`src/rtl/c4_game_ctrl.sv`:
```
// Connect-Four game-state controller: selector movement, gravity drop, sequential
// 4-in-a-row check around the last disc, winning-run marking and draw detection.
module c4_game_ctrl #(
    parameter int START_COL = 3
) (
    input  logic                  clk,
    input  logic                  rst,
    input  logic                  btn_left,
    input  logic                  btn_right,
    input  logic                  btn_drop,
    input  logic                  btn_new,
    output logic [5:0][6:0][1:0]  panel,
    output logic [6:0]            play,
    output logic                  player,
    output logic                  win_a,
    output logic                  win_b,
    output logic                  game_over,
    output logic                  busy
);

    typedef enum logic [2:0] {
        S_IDLE,
        S_FIND,
        S_CHECK,
        S_MARK,
        S_WIN,
        S_DRAW
    } state_t;

    localparam logic [2:0] START_SEL  = 3'(START_COL);
    localparam logic [6:0] START_PLAY = 7'(1 << START_COL);

    state_t      state;
    logic [2:0]  sel;
    logic [2:0]  row;
    logic [5:0]  discs;
    logic [1:0]  dir;
    logic        side;
    logic [1:0]  step;
    logic [1:0]  fwd;
    logic [1:0]  bwd;
    logic [2:0]  mark_r;
    logic [2:0]  mark_c;
    logic [2:0]  mark_left;

    logic [1:0]  owner;
    logic        dr_down;
    logic        dc_pos;
    logic        dc_neg;
    logic [4:0]  off_r;
    logic [4:0]  off_c;
    logic [4:0]  probe_r;
    logic [4:0]  probe_c;
    logic        col_sub;
    logic        probe_inb;
    logic [2:0]  pr_i;
    logic [2:0]  pc_i;
    logic        probe_hit;
    logic [1:0]  cnt_next;
    logic        side_done;
    logic [2:0]  run_m1;
    logic [2:0]  start_r;
    logic [2:0]  start_c;

    // Directions in order H, V, D, A; rows grow downward, so every non-H direction has drow = +1.
    // Probe coordinates use 5-bit unsigned arithmetic: a negative result wraps high and fails the bound test.
    always_comb begin
        owner     = player ? 2'b10 : 2'b01;
        dr_down   = (dir != 2'd0);
        dc_pos    = (dir == 2'd0) || (dir == 2'd2);
        dc_neg    = (dir == 2'd3);
        off_r     = dr_down ? {3'b000, step} : 5'd0;
        off_c     = (dc_pos || dc_neg) ? {3'b000, step} : 5'd0;
        probe_r   = side ? ({2'b00, row} - off_r) : ({2'b00, row} + off_r);
        col_sub   = side ^ dc_neg;
        probe_c   = col_sub ? ({2'b00, sel} - off_c) : ({2'b00, sel} + off_c);
        probe_inb = (probe_r < 5'd6) && (probe_c < 5'd7);
        pr_i      = probe_inb ? probe_r[2:0] : 3'd0;
        pc_i      = probe_inb ? probe_c[2:0] : 3'd0;
        probe_hit = probe_inb && (panel[pr_i][pc_i] == owner);
        cnt_next  = (side ? bwd : fwd) + {1'b0, probe_hit};
        side_done = !probe_hit || (step == 2'd3);
        run_m1    = {1'b0, fwd} + {1'b0, cnt_next};
        start_r   = dr_down ? (row - {1'b0, cnt_next}) : row;
        if (dc_pos)
            start_c = sel - {1'b0, cnt_next};
        else if (dc_neg)
            start_c = sel + {1'b0, cnt_next};
        else
            start_c = sel;
    end

    always_ff @(posedge clk or negedge rst) begin
        if (!rst) begin
            state     <= S_IDLE;
            panel     <= '0;
            play      <= START_PLAY;
            sel       <= START_SEL;
            player    <= 1'b0;
            win_a     <= 1'b0;
            win_b     <= 1'b0;
            game_over <= 1'b0;
            busy      <= 1'b0;
            discs     <= 6'd0;
            row       <= 3'd0;
            dir       <= 2'd0;
            side      <= 1'b0;
            step      <= 2'd1;
            fwd       <= 2'd0;
            bwd       <= 2'd0;
            mark_r    <= 3'd0;
            mark_c    <= 3'd0;
            mark_left <= 3'd0;
        end else if (btn_new) begin
            state     <= S_IDLE;
            panel     <= '0;
            play      <= START_PLAY;
            sel       <= START_SEL;
            player    <= 1'b0;
            win_a     <= 1'b0;
            win_b     <= 1'b0;
            game_over <= 1'b0;
            busy      <= 1'b0;
            discs     <= 6'd0;
            row       <= 3'd0;
            dir       <= 2'd0;
            side      <= 1'b0;
            step      <= 2'd1;
            fwd       <= 2'd0;
            bwd       <= 2'd0;
            mark_r    <= 3'd0;
            mark_c    <= 3'd0;
            mark_left <= 3'd0;
        end else begin
            case (state)
                S_IDLE: begin
                    if (btn_drop) begin
                        if (panel[0][sel] == 2'b00) begin
                            state <= S_FIND;
                            busy  <= 1'b1;
                            row   <= 3'd5;
                        end
                    end else if (btn_left && !btn_right) begin
                        if (sel != 3'd0) begin
                            sel  <= sel - 3'd1;
                            play <= play >> 1;
                        end
                    end else if (btn_right && !btn_left) begin
                        if (sel != 3'd6) begin
                            sel  <= sel + 3'd1;
                            play <= play << 1;
                        end
                    end
                end

                S_FIND: begin
                    if (panel[row][sel] == 2'b00) begin
                        panel[row][sel] <= owner;
                        discs <= discs + 6'd1;
                        state <= S_CHECK;
                        dir   <= 2'd0;
                        side  <= 1'b0;
                        step  <= 2'd1;
                        fwd   <= 2'd0;
                        bwd   <= 2'd0;
                    end else begin
                        row <= row - 3'd1;
                    end
                end

                S_CHECK: begin
                    if (!side_done) begin
                        step <= step + 2'd1;
                        if (side)
                            bwd <= cnt_next;
                        else
                            fwd <= cnt_next;
                    end else if (!side) begin
                        fwd  <= cnt_next;
                        side <= 1'b1;
                        step <= 2'd1;
                    end else begin
                        bwd <= cnt_next;
                        // run = 1 + fwd + bwd, so a win is fwd + bwd >= 3
                        if (run_m1 >= 3'd3) begin
                            state     <= S_MARK;
                            mark_r    <= start_r;
                            mark_c    <= start_c;
                            mark_left <= run_m1;
                        end else if (dir != 2'd3) begin
                            dir  <= dir + 2'd1;
                            side <= 1'b0;
                            step <= 2'd1;
                            fwd  <= 2'd0;
                            bwd  <= 2'd0;
                        end else if (discs == 6'd42) begin
                            state     <= S_DRAW;
                            busy      <= 1'b0;
                            game_over <= 1'b1;
                        end else begin
                            player <= !player;
                            state  <= S_IDLE;
                            busy   <= 1'b0;
                        end
                    end
                end

                S_MARK: begin
                    panel[mark_r][mark_c] <= 2'b11;
                    if (mark_left == 3'd0) begin
                        state     <= S_WIN;
                        busy      <= 1'b0;
                        game_over <= 1'b1;
                        win_a     <= !player;
                        win_b     <= player;
                        play      <= 7'h7F;
                    end else begin
                        mark_left <= mark_left - 3'd1;
                        mark_r    <= mark_r + {2'b00, dr_down};
                        if (dc_pos)
                            mark_c <= mark_c + 3'd1;
                        else if (dc_neg)
                            mark_c <= mark_c - 3'd1;
                    end
                end

                S_WIN, S_DRAW: begin
                end

                default: state <= S_IDLE;
            endcase
        end
    end

endmodule

```
`config.mk`:
```
export PLATFORM = sky130hd
export DESIGN_NAME = c4_game_ctrl
export DESIGN_NICKNAME = d
export VERILOG_FILES = /design/src/rtl/c4_game_ctrl.sv
export SDC_FILE = /design/constraint.sdc
export NUM_CORES = 1
export LEC_CHECK = 0
export CELL_PAD_IN_SITES_DETAIL_PLACEMENT = 1
export CELL_PAD_IN_SITES_GLOBAL_PLACEMENT = 1
export CORE_MARGIN = 3
export CORE_UTILIZATION = 44
export CTS_CLUSTER_DIAMETER = 50
export DETAILED_ROUTE_END_ITERATION = 6
export HOLD_SLACK_MARGIN = 0.02
export MAX_ROUTING_LAYER = met4
export PLACE_DENSITY_LB_ADDON = 0.1
export SYNTH_ARGS = -nofsm -noshare
export SYNTH_HDL_FRONTEND = slang
export SYNTH_SLANG_ARGS = --single-unit
export TNS_END_PERCENT = 100
```
`constraint.sdc`:
```
create_clock -name clk -period 7.9 [get_ports clk]
set_clock_uncertainty 0.05 [all_clocks]
set_input_delay 1.185 -clock clk [delete_from_list [all_inputs] [get_ports clk]]
set_output_delay 1.185 -clock clk [all_outputs]
set_load 0.02 [all_outputs]
```
==> out/qor.yml, run 1 <==
worst_setup_path:
  timing.critical_path.required_ns: 8.21
  critical_path.reg2reg.startpoint: "dir[0]"
  timing.rr.end: "mark_left[1]"
  crit_type: "reg2reg"
  cp-end-kind: "flop"
  rrSetupSlack_ns: 0.77
  crit_path_launch_type: "flop"
  cp_data_arrival_time_ns: 7.44
  worst-path-max-fanout: 13
  rr_worst_depth: 24
timing:
  totalNegativeSetupSlack_ns: 0
  whs_ns: 0.439
  fmax_ghz: 0.140
  worst_slew_margin_rel_pct: 16.6
  rsz0062_at_grt: "false"
  max_slew.worst_pin.slew_ns: 1.25
  timing.final.setup_violations: 0
  finalWorstPathRequiredPeriod_ns: 7.13
  post-route-period-util_pct: 90.3
  drv_slew: 0
  hold_violations: 0
power:
  leakage_nw: 4.67
  report.power.total_w: 0.00501
  clock_power_share_pct: 16.1
  power.share.combinational_pct: 57.9
  switching_power_w: 0.00261
  power.sequential.fraction_pct: 25.9
  power.density_cell_area_nw_per_um2: 438
  swShare_pct: 52.1
  vdd.ir_drop.worst_uv: 206
  internal_power_w: 0.00240
floorplan:
  chipHeight_um: 154
  pin_count: 102
  fp.dieArea_um2: 23800
  core-area_um2: 21300
  die_width_um: 154
  num_rows: 53
  initial_utilization_pct: 45.5
logic_synthesis:
  synth.avg_cell_area_um2: 8.17
  post_synthesis_net_count: 1228
  synth_adder_area_share_pct: 5.56
  main_combinational_cell_family_by_area_after_synthesis: "compound AO/OA/AOI/OAI gates"
  yosysTopAreaCell: "sky130_fd_sc_hd__dfrtp_1"
  synth_cell_type_count: 86
  number_of_synthesized_flops_with_an_enable_pin: 0
  synth_xor_xnor_area_share_pct: 1.52
  synth_compound_area_share_pct: 30.7
  yosys.area_share.simple_pct: 19.2
  synthDominantCellAreaShare_pct: 32.3
  yosys_warn_count: 0
  seq_area_frac_synth_pct: 33.4
  ys_async_rst_share_pct: 100
  dominantRegCellSynth: "sky130_fd_sc_hd__dfrtp_1"
  post_synth_mux_area_share_pct: 4.06
  gate_count_after_technology_mapping: 1185
  syn_area_um2: 9680
  yosys_register_bits: 129
  ys_top_cells_by_area: "sky130_fd_sc_hd__dfrtp_1 32%, sky130_fd_sc_hd__a21oi_1 7.8%, sky130_fd_sc_hd__o22a_1 5.3%, sky130_fd_sc_hd__nor2_1 4.5%, sky130_fd_sc_hd__o21ai_0 3.9%"
worst_hold_path:
  holdCritStartpoint: "mark_left[2]"
  timing.hold.worst_endpoint: "mark_left[2]"
  hold_path_depth: 1
  hold_class: "reg2reg"
cts:
  cts.sink_count: 129
  clock_path_buffers: 2
  clock_tree.htree_level_count: 4
  clk-insertion-delay-late_ns: 0.44
  cts_root_buf: "sky130_fd_sc_hd__clkbuf_16"
  clk_transition_reported_paths_ns: 0.06
  number_of_cts_inserted_buffers: 17
  tritoncts: "built"
layout:
  layout_commonest_cell: "sky130_fd_sc_hd__a21oi_1"
  layout_nets: 1273
  syn2layout_area_growth_pct: 18.0
  top_library_cells_by_usage_in_the_layout_fill_and_taps_aside: "150 x sky130_fd_sc_hd__a21oi_1, 125 x sky130_fd_sc_hd__dfrtp_1, 116 x sky130_fd_sc_hd__nor2_1"
  instances_no_fill: 1518
  insertedDiodeCount: 0
  num-fill-cells: 2542
  final_layout_size_suffix_gt1_share_pct: 8.21
detailed_routing:
  wl_per_cell_um: 28.1
  drt_iter0_markers: 1202
  detail_route.vias_per_cell: 6.88
  detail_route.wirelength_mm: 42.7
  total_via_count_after_detailed_routing: 10400
  drt_drc_violations_left: 0
  dr.pass1.iters: 5
  route.antenna.remaining_nets: 0
grt:
  first_global_vias: 10400
  grt_first_pass_wirelength_mm: 65.2
  number_of_antenna_violations_at_the_first_check_in_global_routing: 0
  grt_max_degree: 77
  groute.usage.overall_pct: 36.6
  globalRouteOverflowTotal: 0
run_status:
  result_of_the_run: "finished clean"
placement:
  weighted_congestion_at_the_end_of_routability_driven_global_placement: 0.997
  placed_cell_count: 1486
  detailedPlacementHpwl_mm: 30.5
  buffer_ports.inserted: 101
job:
  drv.max_cap_violation_count: 0
per-stage QoR:
step	util [%]	worst slack [ns]	cell area (µm²)
2_1_floorplan	-	1.86	9680
3_3_place_gp	50.9	1.00	10800
3_5_place_dp	50.9	0.787	10800
4_1_cts	53.6	0.709	11400
5_1_grt	53.7	0.159	11400
6_report	53.7	0.768	11400
flip-flops by register name (all words and copies together) (netlist names), 3 cells and up:
register / cells
panel: 84
discs: 6
mark_c: 3
row: 3
play: 7
sel: 3
state: 3
mark_left: 3
mark_r: 3
cell usage after synthesis, types with 16 or more instances:
library cell,count
sky130_fd_sc_hd__ha_1,27
sky130_fd_sc_hd__clkbuf_1,71
sky130_fd_sc_hd__a31oi_1,32
sky130_fd_sc_hd__nor3_1,43
sky130_fd_sc_hd__dfrtp_1,125
sky130_fd_sc_hd__o22a_1,59
sky130_fd_sc_hd__nand2_1,97
sky130_fd_sc_hd__a21oi_1,150
sky130_fd_sc_hd__nand3_1,24
sky130_fd_sc_hd__o22ai_1,26
sky130_fd_sc_hd__mux2i_1,19
sky130_fd_sc_hd__o21ai_0,76
sky130_fd_sc_hd__and3_1,16
sky130_fd_sc_hd__nor2_1,117
sky130_fd_sc_hd__inv_1,34
kinds of logic (layout without fill, tap and decap cells):
kind of cell | count (synthesis) | after routing
AOI/OAI and AO/OA | 453 | 453
xor gates and xnor gates | 16 | 16
adders and majority gates | 37 | 37
buffers and inverters | 135 | 193
DFF | 129 | 129
muxes | 31 | 31
and+or+nand+nor | 384 | 384
area by class of cell:
class	count	area [µm²]	area share [%]
Timing Repair Buffer	124	1180	10.4
Clock buffer	18	429	3.76
Clock inverter	14	145	1.27
Tap cell	275	344	3.01
Multi-Input combinational cell	921	5950	52.1
Sequential cell	129	3230	28.3
Inverter	37	139	1.22
critical path, stage by stage (launching register included):
cell and delay, ns:
sky130_fd_sc_hd__dfrtp_1 0.41, sky130_fd_sc_hd__inv_1 0.08, sky130_fd_sc_hd__ha_1 0.31, sky130_fd_sc_hd__nor2b_1 0.20, sky130_fd_sc_hd__ha_1 0.20, sky130_fd_sc_hd__inv_1 0.06, sky130_fd_sc_hd__fa_1 0.42, sky130_fd_sc_hd__and2_4 0.20
sky130_fd_sc_hd__o21ai_1 0.30, sky130_fd_sc_hd__and2_1 0.54, sky130_fd_sc_hd__nor2_1 0.10, sky130_fd_sc_hd__a2111oi_0 0.50, sky130_fd_sc_hd__o21ai_0 0.14, sky130_fd_sc_hd__o31a_1 0.29, sky130_fd_sc_hd__a211oi_2 0.33, sky130_fd_sc_hd__nor2_1 0.08
sky130_fd_sc_hd__nor2_1 0.16, sky130_fd_sc_hd__ha_1 0.35, sky130_fd_sc_hd__ha_1 0.23, sky130_fd_sc_hd__fa_1 0.47, sky130_fd_sc_hd__a21oi_1 0.32, sky130_fd_sc_hd__o21ai_0 0.13, sky130_fd_sc_hd__a21oi_1 0.51, sky130_fd_sc_hd__or2_1 0.42
sky130_fd_sc_hd__mux2i_1 0.24
worst max-delay path by stage:
| stage | start | endpoint | slack [ns] | cells past startpoint |
|---|---|---|---|---|
| 6_report | dir[0] | mark_left[1] | 0.77 | 24 |
| 5_1_grt | dir[0] | mark_left[1] | 0.16 | 24 |
| 4_1_cts | dir[0] | mark_left[1] | 0.71 | 24 |
| 3_5_place_dp | dir[0] | mark_left[1] | 0.79 | 24 |
| 3_3_place_gp | dir[0] | mark_left[1] | 1.00 | 24 |
| 2_1_floorplan | dir[0] | mark_left[1] | 1.86 | 27 |
power groups by stage:
| stage | logic, W | registers, W | clock network, W |
|---|---|---|---|
| floorplan | 0.00171 | 0.00121 | 0 |
| global placement | 0.00277 | 0.00127 | 0 |
| detailed placement | 0.00281 | 0.00127 | 0 |
| CTS | 0.00284 | 0.00126 | 0.000812 |
| global route | 0.00313 | 0.00130 | 0.000849 |
| finish | 0.00290 | 0.00130 | 0.000808 |
what timing repair did:
item,CTS,global route
buffers inserted,0,0
hold buffers,0,0
gates resized for setup,0,1
endpoints found under the setup margin,0,1
routing by layer:
layer | GRT usage (%) | vias up | part of all wire, %
met5 | - | - | 0
met4 | 11.1 | 0 | 3.5
met3 | 9.85 | 126 | 11
met2 | 52.3 | 599 | 42
met1 | 51.0 | 5239 | 43
li1 | - | 4483 | -
Note: power is estimated with default switching activity, not from simulation.
==> run 2, diff against run 1 <==
--- a/constraint.sdc
+++ b/constraint.sdc
@@ -3,3 +3,3 @@
 set_input_delay 1.185 -clock clk [delete_from_list [all_inputs] [get_ports clk]]
 set_output_delay 1.185 -clock clk [all_outputs]
-set_load 0.02 [all_outputs]
+set_load 0.005 [all_outputs]
==> results of run 2 <==
The final DEF is identical to that of run 1. Status: finished clean.
Among the figures that moved: total power 0.00501 W -> 0.00483 W; worst IR drop on VDD 206 µV -> 204 µV
==> run 3, diff against run 2 <==
--- a/config.mk
+++ b/config.mk
@@ -9,5 +9,5 @@
 export CELL_PAD_IN_SITES_GLOBAL_PLACEMENT = 1
 export CORE_MARGIN = 3
-export CORE_UTILIZATION = 44
+export CORE_UTILIZATION = 47
 export CTS_CLUSTER_DIAMETER = 50
 export DETAILED_ROUTE_END_ITERATION = 6
@@ -15,4 +15,5 @@
 export MAX_ROUTING_LAYER = met4
 export PLACE_DENSITY_LB_ADDON = 0.1
+export SLEW_MARGIN = 20
 export SYNTH_ARGS = -nofsm -noshare
 export SYNTH_HDL_FRONTEND = slang
==> constraint.sdc (replaced) <==
create_clock -name clk -period 9 [get_ports clk]
set_clock_uncertainty 0.05 [all_clocks]
set_input_delay 1.35 -clock clk [delete_from_list [all_inputs] [get_ports clk]]
set_output_delay 1.35 -clock clk [all_outputs]
set_load 0.1 [all_outputs]
==> run 3 against run 2 <==
- highest routed layer unchanged
- flip-flop and latch count unchanged
- largest cell class unchanged
- non-clock buffer count down 4
- register-to-register slack better by 0.53 ns
- global-route usage up 2.6 points
- critical path type unchanged
- count of clock-buffer cells in the layout unchanged
- wire length down 1.1%
==> out/qor.yml, run 3 (synthesis results as in run 1) <==
power:
  internal_power_w: 0.00208
  switching_power_w: 0.00307
  clock_power_share_pct: 13.2
  power.share.combinational_pct: 65.4
  swShare_pct: 59.6
  power.density_cell_area_nw_per_um2: 452
  vdd.ir_drop.worst_uv: 273
  power.sequential.fraction_pct: 21.4
  leakage_nw: 4.65  # -0.38%
layout:
  multi_input_area_um2: 5970  # +0.40%
  largestRegisters: "panel: 84 flops, play: 7 flops, discs: 6 flops"
  largest_register_ff_count: 84  # unchanged
  top_library_cells_by_usage_in_the_layout_fill_and_taps_aside: "150 x sky130_fd_sc_hd__a21oi_1, 125 x sky130_fd_sc_hd__dfrtp_1, 116 x sky130_fd_sc_hd__nor2_1"
  syn2layout_area_growth_pct: 17.7
  layout_commonest_cell: "sky130_fd_sc_hd__a21oi_1"
  num-fill-cells: 2369  # -6.8%
  ff_latch_area_um2: 3230  # unchanged
  layout_nets: 1269  # -0.31%
  insertedDiodeCount: 0  # unchanged
  regMostFlops: "panel"
  final_layout_size_suffix_gt1_share_pct: 8.23  # +0.026 points
cts:
  number_of_cts_inserted_buffers: 17  # unchanged
  clk_transition_reported_paths_ns: 0.07  # about the same
  clk-insertion-delay-late_ns: 0.43  # about the same
  post_cts_setup_driven_buffer_insertion_count: 0  # unchanged
  cts.repair.resized: 0  # unchanged
  tritoncts: "built"
  cts_root_buf: "sky130_fd_sc_hd__clkbuf_16"
  cts_hold_repair.buffers: 0  # unchanged
  clock_tree.htree_level_count: 4  # unchanged
  cts.sink_count: 129  # unchanged
  clock_path_buffers: 2  # unchanged
worst_setup_path:
  cp-end-kind: "flop"
  cp_data_arrival_time_ns: 8.00  # +0.56 ns
  timing.critical_path.required_ns: 9.29  # +1.08 ns
  crit_path_launch_type: "flop"
  crit_type: "reg2reg"
  worst-path-max-fanout: 25  # +12
timing:
  timing.final.setup_violations: 0  # unchanged
  post-route-period-util_pct: 85.6  # -4.7 points
  fmax_ghz: 0.130  # -7.4%
  finalWorstPathRequiredPeriod_ns: 7.70  # +0.572 ns
  rsz0062_at_grt: "false"
  whs_ns: 0.434  # -0.00429 ns
  max_slew.worst_pin.slew_ns: 1.16  # -0.0899 ns
  hold_violations: 0  # unchanged
  totalNegativeSetupSlack_ns: 0  # unchanged
  drv_slew: 0  # unchanged
  worst_slew_margin_rel_pct: 22.2  # +5.6 points
floorplan:
  chipHeight_um: 150  # -3.1%
  core-area_um2: 19800  # -6.8%
  initial_utilization_pct: 48.8  # +3.3 points
  num_rows: 51  # -3.8%
  die_width_um: 150  # -3.1%
  fp.dieArea_um2: 22400  # -6.1%
  pin_count: 102  # unchanged
detailed_routing:
  drt_iter0_markers: 1041  # -13%
  detail_route.vias_per_cell: 6.89  # +0.13%
  drt_drc_violations_left: 0  # unchanged
  dr.pass1.iters: 5  # unchanged
  route.antenna.remaining_nets: 0  # unchanged
  wl_per_cell_um: 28.1  # -0.18%
  total_via_count_after_detailed_routing: 10400  # -0.79%
  detail_route.wirelength_mm: 42.2  # -1.1%
worst_hold_path:
  hold_class: "reg2reg"
job:
  drv.max_cap_violation_count: 0  # unchanged
placement:
  detailedPlacementHpwl_mm: 30.2  # -0.73%
  buffer_ports.inserted: 101  # unchanged
  weighted_congestion_at_the_end_of_routability_driven_global_placement: 1.01  # +0.96%
grt:
  first_global_vias: 10500  # +1.4%
  globalRouteOverflowTotal: 0  # unchanged
  grt_max_degree: 87  # +13%
  grt_first_pass_wirelength_mm: 64.3  # -1.4%
  groute.usage.overall_pct: 39.1  # +2.6 points
  number_of_antenna_violations_at_the_first_check_in_global_routing: 0  # unchanged
run_status:
  result_of_the_run: "finished clean"
## run 3: area by class of cell
class / instances / area share [%]
inverter: 37 / 1.22
clock inverter: 14 / 1.08
clock buffer: 18 / 3.86
tap: 265 / 2.91
multi-input combinational: 921 / 52.4
sequential: 129 / 28.4
timing repair buffer: 120 / 10.1
## run 3: per-stage QoR
step | cells | setup WS (ns) | utilization (%) | power (W) | instance area [µm²]
2_1_floorplan | 1185 | 2.95 | - | 0.00336 | 9680
3_3_place_gp | 1472 | 1.81 | 54.4 | 0.00435 | 10800
6_report | 1504 | 1.30 | 57.4 | 0.00514 | 11400
4_1_cts | 1504 | 1.37 | 57.3 | 0.00507 | 11400
3_5_place_dp | 1472 | 1.54 | 54.5 | 0.00438 | 10800
5_1_grt | 1504 | 0.553 | 57.4 | 0.00539 | 11400
## run 3: worst paths after layout
| kind | startpoint | end | slack, ns | cells after the start |
|---|---|---|---|---|
| max | dir[0] | mark_left[1] | 1.30 | 21 |
| min | mark_left[2] | mark_left[2] | 0.43 | 1 |
| max reg2reg | dir[0] | mark_left[1] | 1.30 | 21 |
| min reg2reg | mark_left[2] | mark_left[2] | 0.43 | 1 |
| max in group asynchronous | rst | state[1] | 6.85 | 2 |
| min in group asynchronous | rst | discs[1] | 0.92 | 1 |
## run 3: power by group through the flow
stage / combinational, W / sequential [W] / clock, W
5_1_grt: 0.00358 / 0.00111 / 0.000707
3_3_place_gp: 0.00326 / 0.00108 / 0
6_report: 0.00336 / 0.00110 / 0.000677
3_5_place_dp: 0.00330 / 0.00109 / 0
4_1_cts: 0.00331 / 0.00108 / 0.000680
2_1_floorplan: 0.00150 / 0.00185 / 0
## run 3: layer usage
layer  global-route usage, %  share of wire [%]
met1                    54.5                 43
met2                    56.3                 44
met3                    10.4                 11
met4                    11.5                2.8
met5                       -                  0
## run 3: worst max-delay path: stages (launching register included)
cell and delay, ns:
sky130_fd_sc_hd__dfrtp_1 0.43, sky130_fd_sc_hd__inv_1 0.10, sky130_fd_sc_hd__ha_1 0.36, sky130_fd_sc_hd__nor2b_1 0.13, sky130_fd_sc_hd__ha_1 0.86, sky130_fd_sc_hd__clkinv_1 0.71
sky130_fd_sc_hd__nand2_1 0.22, sky130_fd_sc_hd__mux2i_1 0.09, sky130_fd_sc_hd__a2111oi_0 0.53, sky130_fd_sc_hd__o21ai_0 0.16, sky130_fd_sc_hd__o31a_1 0.30, sky130_fd_sc_hd__and4_4 0.21
sky130_fd_sc_hd__nor2_1 0.08, sky130_fd_sc_hd__nor2_1 0.07, sky130_fd_sc_hd__ha_1 0.24, sky130_fd_sc_hd__xnor2_1 0.60, sky130_fd_sc_hd__fa_1 0.56, sky130_fd_sc_hd__a21oi_1 0.39
sky130_fd_sc_hd__o21ai_0 0.18, sky130_fd_sc_hd__a21oi_1 0.62, sky130_fd_sc_hd__or2_1 0.45, sky130_fd_sc_hd__mux2i_1 0.24
==> RTL change: new RTL, settings of run 1 <==
Re-encode `state_t` (6 states) as one-hot, 6 bits wide.
--- a/src/rtl/c4_game_ctrl.sv
+++ b/src/rtl/c4_game_ctrl.sv
@@ -20,9 +20,9 @@
 
-    typedef enum logic [2:0] {
-        S_IDLE,
-        S_FIND,
-        S_CHECK,
-        S_MARK,
-        S_WIN,
-        S_DRAW
+    typedef enum logic [5:0] {
+        S_IDLE  = 6'b000001,
+        S_FIND  = 6'b000010,
+        S_CHECK = 6'b000100,
+        S_MARK  = 6'b001000,
+        S_WIN   = 6'b010000,
+        S_DRAW  = 6'b100000
     } state_t;
Behaviour: no difference found for any inputs over 4 cycles, from zero or initial values and one cycle with rst low; so few cycles prove little.
==> RTL change against run 1 <==
Area after synthesis up 2.9%. Die area up 2.8%. Hold slack better by 0.013 ns. First-iteration DRC count down 18%. Count of clock-buffer cells in the layout up 1. Design area up 4.2%. Routed wire length up 1.8%. Sequential cell count up 3. Final cell count up 11%. Largest cell class unchanged. Setup slack worse by 0.35 ns.
Power is not compared: it rests on default switching activity, and its combinational part moved more than twofold at a synthesized area within 25%.
==> RTL change: results (changes against run 1) <==
* Layout cells sized above 1 at 0.07775 (was 0.08206)
* Crit-path max FO at 10 (was 13)
* Port Buffers at 101 (unchanged)
* Vias/cell at 6.551 (was 6.882)
* Syn Area/Cell at 7.585 um2 (was 8.170 um2)
* Drt wl/cell at 25.83 um (was 28.10 um)
* Crit-path slowest cell: fa_1 (was and2_1)
* DP Wirelength at 31.31 mm (was 30.46 mm)
* Cell variety after synth at 82 (was 86)
* RD Place Congestion at 1.025 (was 0.9967)
* Ys async rst share at 1.000 (unchanged)
* Critical path's top delay family: simple AND/OR/NAND/NOR gates (was compound AO/OA/AOI/OAI gates)
* Vias in the first global route at 11,280 (was 10,360)
* Critical path data arrival time at 7.74 ns (was 7.44 ns)
* Detailed Route Iter0 Violations at 984 (was 1,202)
* Sequential share of the synthesized area at 0.3320 (was 0.3339)
* Max stage delay on crit path at 0.57 ns (was 0.54 ns)
* Finished Layout Cells at 1,682 (was 1,518)
* CTS HTree Levels at 4 (unchanged)
* Top flop regs: panel (84), play (7) (was panel (84), play (7), discs (6))
* Largest net degree at the start of global routing at 71 (was 77)
* Commonest cells post-synth: a21oi_1 (243), nor2_1 (227), nand2_1 (183) (was a21oi_1 (150), dfrtp_1 (125), nor2_1 (117))
* GRT Total Usage at 0.3651 (was 0.3659)
* # fillers at 2,707 (was 2,542)
* Placed inst area at 0.01129 mm2 (was 0.01084 mm2)
* TritonCTS Buffers at 17 (unchanged)
* Synthesized net count at 1,357 (was 1,228)
* Status: finished clean (unchanged)
* Worst slew pin tran at 1.177 ns (was 1.248 ns)
* Clock slew at reported path FFs at 0.07 ns
* First-pass GRT wire length at 66.83 mm (was 65.20 mm)
* Ranking of synthesized cells by area: dfrtp_1 (32%), a21oi_1 (12%), nor2_1 (8.5%) (was dfrtp_1 (32%), a21oi_1 (7.8%), o22a_1 (5.3%))
==> RTL change: final timing paths <==
path / startpoint / to / slack [ns] / cells past startpoint
max: dir[0]$_DFFE_PN0P_ / state[5]$_DFFE_PN0P_ / 0.42 / 27
max in group asynchronous: rst / dir[0]$_DFFE_PN0P_ / 5.68 / 2
min reg2reg: play[3]$_DFFE_PN1P_ / play[3]$_DFFE_PN1P_ / 0.45 / 2
min in group asynchronous: rst / panel[36]$_DFFE_PN0P_ / 0.73 / 1
min: play[3]$_DFFE_PN1P_ / play[3]$_DFFE_PN1P_ / 0.45 / 2
max reg2reg: dir[0]$_DFFE_PN0P_ / state[5]$_DFFE_PN0P_ / 0.42 / 27
==> RTL change: logic make-up after synthesis <==
kind of cell / Yosys count / synth area share
fa+ha+maj: 37 / 0.05398
flops: 132 / 0.3320
xor+xnor: 17 / 0.01569
simple gates: 552 / 0.2404
mux: 43 / 0.05887
buf+inv: 115 / 0.04595
compound gates: 418 / 0.2531
==> RTL change: power by group through the flow <==
| stage | Combinational (mW) | Sequential, mW | Clock, mW |
|---|---|---|---|
| 3_3_place_gp | 0.909 | 0.784 | 0 |
| 2_1_floorplan | 0.619 | 0.757 | 0 |
| 6_report | 0.947 | 0.779 | 0.813 |
| 5_1_grt | 1.02 | 0.780 | 0.853 |
| 3_5_place_dp | 0.917 | 0.784 | 0 |
| 4_1_cts | 0.926 | 0.773 | 0.822 |
==> RTL change: timing repair <==
item,CTS,global route
gates resized for setup,0,5
hold buffers,0,0
endpoints found under the setup margin,0,21
==> RTL change: per-layer routing <==
layer / GRT usage / part of all wire / up-vias
met3: 0.08075 / 0.090 / 82
li1: - / - / 4849
met4: 0.1138 / 0.025 / 0
met5: - / 0 / -
met1: 0.4919 / 0.43 / 5511
met2: 0.5512 / 0.45 / 577
==> RTL change: worst reg2reg max path, delay by kind of cell, from the launching register on <==
kind,cells,cell delay [ns]
AOI/OAI and AO/OA,6,1.56
xor gates and xnor gates,1,0.20
adders and majority gates,4,1.73
buffers and inverters,6,0.88
DFF,1,0.49
muxes,2,0.58
and+or+nand+nor,8,1.87
==> RTL change: cell type report <==
class / instances / area (um2) / area share
multi-input combinational: 1067 / 6266 / 0.5267
sequential: 132 / 3311 / 0.2783
timing repair buffer: 131 / 1237 / 0.1040
clock buffer: 19 / 432.9 / 0.03639
tap: 280 / 350.3 / 0.02945
clock inverter: 13 / 150.1 / 0.01262
inverter: 40 / 150.1 / 0.01262
==> RTL change: through the flow <==
step           setup WS, ns  utilization
2_1_floorplan        0.8203            -
3_3_place_gp         0.4996       0.5127
3_5_place_dp         0.1498       0.5127
4_1_cts              0.1191       0.5391
5_1_grt            -0.05556       0.5402
6_report             0.4190       0.5402
